$ cat src/rtl/instr_fetch_unit.sv
// -----------------------------------------------------------------------------
// instr_fetch_unit
//
// Fetches one 32-bit instruction at a time from instruction memory, holds it
// in the instruction register (IR) until the execute stage consumes it, then
// advances the PC either sequentially (+4) or to a taken B-type branch target.
// A memory that does not answer within TIMEOUT wait cycles parks the unit in a
// terminal error state with a sticky fetch_err flag; only rst_n recovers.
//
// Ports
//   clk          system clock, all state changes on the rising edge
//   rst_n        asynchronous active-low reset
//   imem_req     fetch request (high for every S_FETCH cycle)
//   imem_addr    byte address of the requested instruction (always PC)
//   imem_rdata   instruction word from memory, valid while imem_ready=1
//   imem_ready   memory delivers imem_rdata this cycle
//   ex_done      execute stage has consumed the held instruction
//   Branch       branch flag for the held instruction
//   Zero         ALU zero flag for the held instruction
//   BrOffset     signed 13-bit B-type byte offset
//   instr_valid  Instr and decoded fields are valid
//   Instr        instruction register
//   OP/Funct3/Funct7  opcode / funct3 / funct7 slices of Instr
//   PC           address of the instruction held in Instr
//   fetch_err    sticky memory-timeout flag
// -----------------------------------------------------------------------------
module instr_fetch_unit #(
  parameter int                ADDR_W   = 8,
  parameter logic [ADDR_W-1:0] RESET_PC = '0,
  parameter int                TIMEOUT  = 15
) (
  input  logic              clk,
  input  logic              rst_n,
  output logic              imem_req,
  output logic [ADDR_W-1:0] imem_addr,
  input  logic [31:0]       imem_rdata,
  input  logic              imem_ready,
  input  logic              ex_done,
  input  logic              Branch,
  input  logic              Zero,
  input  logic [12:0]       BrOffset,
  output logic              instr_valid,
  output logic [31:0]       Instr,
  output logic [6:0]        OP,
  output logic [2:0]        Funct3,
  output logic [6:0]        Funct7,
  output logic [ADDR_W-1:0] PC,
  output logic              fetch_err
);

  typedef enum logic [1:0] {
    S_IDLE  = 2'd0,
    S_FETCH = 2'd1,
    S_HOLD  = 2'd2,
    S_ERR   = 2'd3
  } state_t;

  localparam logic [3:0] TIMEOUT_CNT = 4'(TIMEOUT);

  state_t            state, state_nxt;
  logic [3:0]        wait_cnt, wait_nxt;
  logic [ADDR_W-1:0] pc_q, pc_nxt, pc_seq, br_sum;
  logic [31:0]       ir_q;
  logic              err_q;
  logic              ir_load, pc_load, err_set;

  // Next PC. The offset is sign-extended (or truncated) to ADDR_W by the size
  // cast, so both additions wrap silently modulo 2^ADDR_W. Branch targets are
  // forced word-aligned.
  always_comb begin
    pc_seq = pc_q + ADDR_W'(4);
    br_sum = pc_q + ADDR_W'($signed(BrOffset));
    pc_nxt = (Branch && Zero) ? (br_sum & ~ADDR_W'(3)) : pc_seq;
  end

  // NOTE: every output of this block gets a default before the case so no
  // path leaves a signal unassigned, which would infer a latch.
  always_comb begin
    state_nxt   = state;
    wait_nxt    = wait_cnt;
    ir_load     = 1'b0;
    pc_load     = 1'b0;
    err_set     = 1'b0;
    imem_req    = 1'b0;
    instr_valid = 1'b0;
    unique case (state)
      S_IDLE: state_nxt = S_FETCH;
      S_FETCH: begin
        imem_req = 1'b1;
        // A late answer on the timeout cycle still wins over the error.
        if (imem_ready) begin
          ir_load   = 1'b1;
          wait_nxt  = 4'd0;
          state_nxt = S_HOLD;
        end else if (wait_cnt == TIMEOUT_CNT) begin
          err_set   = 1'b1;
          state_nxt = S_ERR;
        end else begin
          wait_nxt  = wait_cnt + 4'd1;
        end
      end
      S_HOLD: begin
        instr_valid = 1'b1;
        if (ex_done) begin
          pc_load   = 1'b1;
          state_nxt = S_FETCH;
        end
      end
      S_ERR: ;
      default: state_nxt = S_IDLE;
    endcase
  end

  // NOTE: registers update with non-blocking assignments so every flop samples
  // the pre-edge values regardless of block ordering.
  always_ff @(posedge clk or negedge rst_n) begin
    if (!rst_n) state <= S_IDLE;
    else        state <= state_nxt;
  end

  // NOTE: IR is a single register, not a memory, so it is cleared on reset
  // along with the rest of the datapath to give well-defined outputs.
  always_ff @(posedge clk or negedge rst_n) begin
    if (!rst_n) begin
      pc_q     <= RESET_PC;
      ir_q     <= '0;
      wait_cnt <= '0;
      err_q    <= 1'b0;
    end else begin
      wait_cnt <= wait_nxt;
      if (ir_load) ir_q  <= imem_rdata;
      if (pc_load) pc_q  <= pc_nxt;
      if (err_set) err_q <= 1'b1;
    end
  end

  assign imem_addr = pc_q;
  assign PC        = pc_q;
  assign Instr     = ir_q;
  assign OP        = ir_q[6:0];
  assign Funct3    = ir_q[14:12];
  assign Funct7    = ir_q[31:25];
  assign fetch_err = err_q;

endmodule

$ cat config.mk
export PLATFORM = sky130hd
export DESIGN_NAME = instr_fetch_unit
export DESIGN_NICKNAME = d
export VERILOG_FILES = /design/src/rtl/instr_fetch_unit.sv
export SDC_FILE = /design/constraint.sdc
export NUM_CORES = 1
export LEC_CHECK = 0
export ABC_AREA = 1
export BUFFER_PORTS_ARGS = -buffer_cell sky130_fd_sc_hd__buf_2
export CAP_MARGIN = 20
export CORE_MARGIN = 4
export CORE_UTILIZATION = 41
export CTS_CLUSTER_SIZE = 24
export DETAILED_ROUTE_END_ITERATION = 6
export GPL_TIMING_DRIVEN = 0
export PLACE_DENSITY = 0.76
export SLEW_MARGIN = 20
export SYNTH_ARGS = -nofsm -noshare
export SYNTH_HDL_FRONTEND = slang
export SYNTH_SLANG_ARGS = --single-unit
$ cat constraint.sdc
create_clock -name clk -period 1.2 [get_ports clk]
set_input_delay 0.18 -clock clk [delete_from_list [all_inputs] [get_ports clk]]
set_output_delay 0.18 -clock clk [all_outputs]
set_load 0.02 [all_outputs]
==> out/metrics.cfg, run 1 <==
[finish]
area_growth_pct=53.1
final_common_cell=nand2_1
utilization=0.652
antenna_cells=0
drive_gt1_frac=0.506
stdcell_area_sq_mm=0.00361
layout_common_cells=110 x nand2_1, 92 x buf_2, 40 x dfrtp_1
fin_nets=483
final_cells=497

[detailed_routing]
routed_wl_um=6050
first_pass_iters=4
wl_met1_um=2400
wl_met2_um=3130
viasPerCell=4.60
vias=2287
top_layer=met4
drtIter0Drc=42
wl_met3_um=470
drc_errors=0
wl_per_cell_um=12.2
postRouteAntennaNets=0

[yosys]
netlist_area_sq_mm=0.00236
syn_inst=289
avgSynthCellArea_sq_um=8.16
synth.area.top_cells=dfrtp_1 48%, nand2_1 19%, buf_4 8.6%
ys_seq_area_frac=0.477
yosys.area.top_type=dfrtp_1
ys_types=29
yosysWarnings=0
synth.top_cell.area_share=0.477
ys_seq_elements=45

[status]
status=finished with violations
violations=setup timing

[placement]
dpl_cell_area_sq_mm=0.00310
placed_cells=471
port_buffers=107
dp_hpwl_um=4240
place_ws_ns=-0.183
gp_congestion=0.813

[worst_setup_path]
cp_cell_sequence=ha_4 -> nand2_4 -> buf_4 -> inv_2 -> nor3_2 -> a21oi_1 -> o21ai_1
arrival_ns=1.53
cp_slowest_cell=dfrtp_2
criticalPathCategory=reg2reg
worstPathMaxFanout=4
critPathRequiredTime_ns=1.38
crit_path_start_kind=flop
slowest_delay_ns=0.46
cp-startpoint=PC[3]
worstSetupEndpointType=flop
reg2reg_from=PC[3]

[timing]
setup_tns_ns=-0.932
finalClockSkew_ns=0.00805
hold_viol_final=0
relSlewSlack=0.349
fin_crit_ns=1.35
fin_ws_ns=-0.152
slew_viol_final=0
timing.final.crit_share=1.13
worst_hold_slack_ns=0.0428
clock.fmax_mhz=740
grt_setup_unrepaired=yes
worstMarginPinSlew_ns=0.977
setup_viol=10

[cts]
cts_tree=done
clkTransAtPathRegs_ns=0.08
ctsHtreeMaxLevel=2
cts.sinks=45
cts_buffer_depth=2
clkLatencyLatePin_ns=0.30
root_buffer=clkbuf_8
hold_buffers=0
cts_inserted_buffers=5

[power_and_ir_drop]
ir_drop_v=0.00141
leakage_nw=2.02
total_power_mw=10.2
powerDensity_mw_per_mm2=2830

[floorplan]
pin_count=119
core-area_sq_mm=0.00554
chipHeight_um=83.8
fp-row-count=27
die-area_sq_mm=0.00703
die_w_um=83.8
initial_core_util=0.426

[global_route]
antenna_found_initial=0
grt_max_degree=46
grt-ovfl-total=0
track_usage=0.165
grt_pass1_wl_um=9720
grt_pass1_vias=2298

[flow_run]
max_cap_viol_count=0

[worst_hold_path]
holdCritPathClass=in2async

==> cell type report <==
cell class                      count  area [sq um]
Buffer                             32           267
Multi-Input combinational cell    192          1120
Clock inverter                      1          7.51
Inverter                           22          87.6
Tap cell                           72          90.1
Timing Repair Buffer              127           827
Fill cell                         474          1930
Sequential cell                    45          1130
Clock buffer                        6          82.6
==> power breakdown <==
part / internal [mW] / switching [mW]
registers: 2.21 / 0.588
logic: 3.00 / 3.45
clock network: 0.455 / 0.496
==> synth_stat cells <==
cell,number
inv_2,3
xor2_1,2
o21bai_1,2
nor2_1,11
buf_2,3
ha_1,7
o22ai_1,1
o21ai_0,5
a21o_1,1
nand3_1,12
o21ai_1,3
inv_1,19
nor3_1,1
a21oi_1,13
dfrtp_1,45
nor2_2,1
a21oi_2,1
nand4_1,1
buf_6,3
buf_4,27
xnor2_1,1
nor2_8,1
nand2_1,118
o2bb2ai_1,1
nand2_2,3
nand2_4,1
conb_1,1
or2_4,1
o21ai_2,1
==> per-layer routing <==
metal,GRT usage,vias up
li1,-,1139
met1,0.187,1068
met2,0.301,75
met3,0.0424,5
met4,0.0497,0
met5,0,-
==> path summary, 6_finish.rpt <==
check                           slack [ns]        end  depth (start not counted)
worst min-delay path                  0.04  Instr[19]                          1
min in group clk                      0.07  Instr[15]                          3
worst max-delay path                 -0.15      PC[3]                          7
worst max register to register       -0.15      PC[3]                          7
max in group asynchronous             0.49      PC[6]                          1
worst min register to register        0.48  fetch_err                          1
==> sequential cells by signal (all words and copies together) (netlist names) <==
signal and cells:
fetch_err 1, wait_cnt 4, Instr 32, state 2, PC 6
==> logic make-up (layout without fill, tap and decap cells) <==
logic type,count (synthesis),in the layout,share of synthesized area
other cells,1,4,0.00159
flops,45,45,0.477
compound gates,28,28,0.0679
xor+xnor,3,3,0.0111
simple gates,150,150,0.263
fa+ha+maj,7,7,0.0371
buf+inv,55,188,0.142
==> repair_timing <==
action | CTS | global route
setup buffers | 13 | 7
endpoints found under the setup margin | 19 | 53
cloned | 0 | 0
pin swaps | 10 | 13
gates resized for setup | 36 | 36
==> critical path: cells and delay by family (launching register included) <==
family,cells,cell delay [ns]
buffers and inverters,2,0.19
and+or+nand+nor,2,0.10
AOI/OAI and AO/OA,2,0.20
adders and majority gates,1,0.29
DFF,1,0.46
Power figures use the tool's default switching activity.
==> run 2: changes to the inputs <==
--- a/config.mk
+++ b/config.mk
@@ -12,8 +12,8 @@
 export CORE_UTILIZATION = 41
 export CTS_CLUSTER_SIZE = 24
 export DETAILED_ROUTE_END_ITERATION = 6
-export GPL_TIMING_DRIVEN = 0
 export PLACE_DENSITY = 0.76
+export REMOVE_ABC_BUFFERS = 1
 export SLEW_MARGIN = 20
 export SYNTH_ARGS = -nofsm -noshare
 export SYNTH_HDL_FRONTEND = slang
==> out/metrics.cfg, run 2 (same netlist as run 1, synthesis figures left out) <==
[status]
status=finished with violations
violations=setup timing

[placement]
place_ws_ns=-0.165  ; +0.0181 ns
port_buffers=107  ; unchanged
dp_hpwl_um=3960  ; -6.5%
dpl_cell_area_sq_mm=0.00291  ; -5.9%
gp_congestion=0.752  ; -7.5%

[power_and_ir_drop]
ir_drop_v=0.00134  ; -4.4%
p_seq_frac=0.291  ; +0.017
leakage_nw=1.88  ; -6.5%
internal-power_mw=4.94  ; -13%
switching_share=0.467  ; +0.0224
p_comb_frac=0.610  ; -0.022
clkPwrFrac=0.098  ; +0.005
powerDensity_mw_per_mm2=2770  ; -1.9%
power.switching_mw=4.33  ; -4.6%

[floorplan]
initial_core_util=0.426  ; unchanged
core-area_sq_mm=0.00554  ; unchanged
chipHeight_um=83.8  ; unchanged
pin_count=119  ; unchanged
fp-row-count=27  ; unchanged
die-area_sq_mm=0.00703  ; unchanged
die_w_um=83.8  ; unchanged

[cts]
clkTransAtPathRegs_ns=0.08  ; about the same
cts_buffer_depth=2  ; unchanged
cts_inserted_buffers=5  ; unchanged
clkLatencyLatePin_ns=0.29  ; about the same
root_buffer=clkbuf_8
cts_tree=done
ctsHtreeMaxLevel=2  ; unchanged
cts.sinks=45  ; unchanged

[worst_setup_path]
arrival_ns=1.57  ; +0.04 ns
cp_cell_sequence=ha_4 -> nand2_4 -> nand2_4 -> a21oi_1 -> o21ai_0 -> a21oi_1
criticalPathCategory=reg2reg
cp.buffers_inverters=0  ; -2
critPathRequiredTime_ns=1.42  ; +0.04 ns
crit_path_start_kind=flop
slowest_delay_ns=0.42  ; -0.04 ns
reg2reg_slack_ns=-0.15  ; about the same
worstSetupEndpointType=flop
critical_path.top_delay_family=compound AO/OA/AOI/OAI gates
worstPathMaxFanout=3  ; -1
cp_slowest_cell=dfrtp_1

[finish]
antenna_cells=0  ; unchanged
drive_gt1_frac=0.431  ; -0.0748
fin_nets=456  ; -5.6%
largest_reg_flops=32  ; unchanged
final_common_cell=nand2_1
layout_common_cells=113 x nand2_1, 95 x buf_2, 44 x dfrtp_1
utilization=0.603  ; -0.0481
fill_cells=470  ; -0.84%
stdcell_area_sq_mm=0.00334  ; -7.4%
area_growth_pct=41.8

[timing]
hold_viol_final=0  ; unchanged
finalClockSkew_ns=0.00459  ; -0.00345 ns
grt_setup_unrepaired=yes
setup_viol=11  ; +1
timing.final.crit_share=1.13  ; about the same
clock.fmax_mhz=739  ; about the same
slew_viol_final=0  ; unchanged
fin_ws_ns=-0.152  ; -0.000207 ns
fin_crit_ns=1.35  ; +0.000207 ns

[detailed_routing]
routed_wl_um=5970  ; -1.3%
postRouteAntennaNets=0  ; unchanged
vias=2177  ; -4.8%
wl_per_cell_um=12.7  ; +4.2%
drtIter0Drc=82  ; +95%
first_pass_iters=4  ; unchanged
drc_errors=0  ; unchanged
viasPerCell=4.62  ; +0.44%

[global_route]
grt_pass1_vias=2053  ; -11%
antenna_found_initial=0  ; unchanged
track_usage=0.162  ; -0.00315
grt_max_degree=46  ; unchanged
grt-ovfl-total=0  ; unchanged
grt_pass1_wl_um=9330  ; -4.0%

[worst_hold_path]
holdCritPathClass=in2reg

[flow_run]
max_cap_viol_count=0  ; unchanged

## run 2: timing repair
item                                   4_1_cts  5_1_grt
setup endpoints to repair                   49       54
hold buffers                                 1        0
resized for setup                           29       42
setup buffers                                0        4
pin swaps                                    4       12
cloned                                       0        1
endpoints found under the hold margin       45        0
## run 2: metrics by stage
step / total power [mW] / TNS (ns) / instances / hold slack (ns)
2_1_floorplan: 5.50 / -5.78 / 259 / -0.116
5_1_grt: 9.96 / -2.11 / 471 / 0.0674
3_3_place_gp: 7.24 / -2.88 / 457 / 0.179
3_5_place_dp: 7.35 / -3.68 / 457 / 0.180
6_report: 9.26 / -0.709 / 471 / 0.0769
4_1_cts: 8.60 / -0.372 / 466 / 0.0631
## run 2: routing by layer
layer,global-route usage,routed length [um],vias up
met5,0,0,-
met4,0.0512,125,0
met3,0.0484,395,11
met2,0.273,2950,82
met1,0.197,2490,998
li1,-,-,1086
## run 2: cell type report
| class | count | area, sq um | area share |
|---|---|---|---|
| Timing Repair Buffer | 132 | 880 | 0.263 |
| Sequential cell | 45 | 1130 | 0.337 |
| Inverter | 22 | 95.1 | 0.0284 |
| Multi-Input combinational cell | 192 | 1070 | 0.319 |
| Tap cell | 72 | 90.1 | 0.0269 |
| Clock buffer | 7 | 76.3 | 0.0228 |
| Clock inverter | 1 | 7.51 | 0.00225 |
## run 2: worst paths after layout
check,start,end,cells past startpoint
worst max-delay path,PC[3],PC[4],6
worst min-delay path,imem_rdata[24],Instr[24],3
worst max register to register,PC[3],PC[4],6
worst min register to register,fetch_err,fetch_err,1
max in group asynchronous,rst_n,state[0],3
min in group asynchronous,rst_n,wait_cnt[3],3
## run 2: worst register-to-register path: stages (launching register included)
cell and delay [ns]:
dfrtp_1 0.42, ha_4 0.27, nand2_4 0.09, nand2_4 0.07, a21oi_1 0.14, o21ai_0 0.13, a21oi_1 0.15
## run 2: power by group through the flow
stage | sequential (mW) | clock, mW | combinational, mW
2_1_floorplan | 3.92 | 0 | 1.58
3_3_place_gp | 2.62 | 0 | 4.62
3_5_place_dp | 2.63 | 0 | 4.72
4_1_cts | 2.66 | 0.943 | 5.00
5_1_grt | 2.80 | 1.01 | 6.15
6_report | 2.70 | 0.911 | 5.65
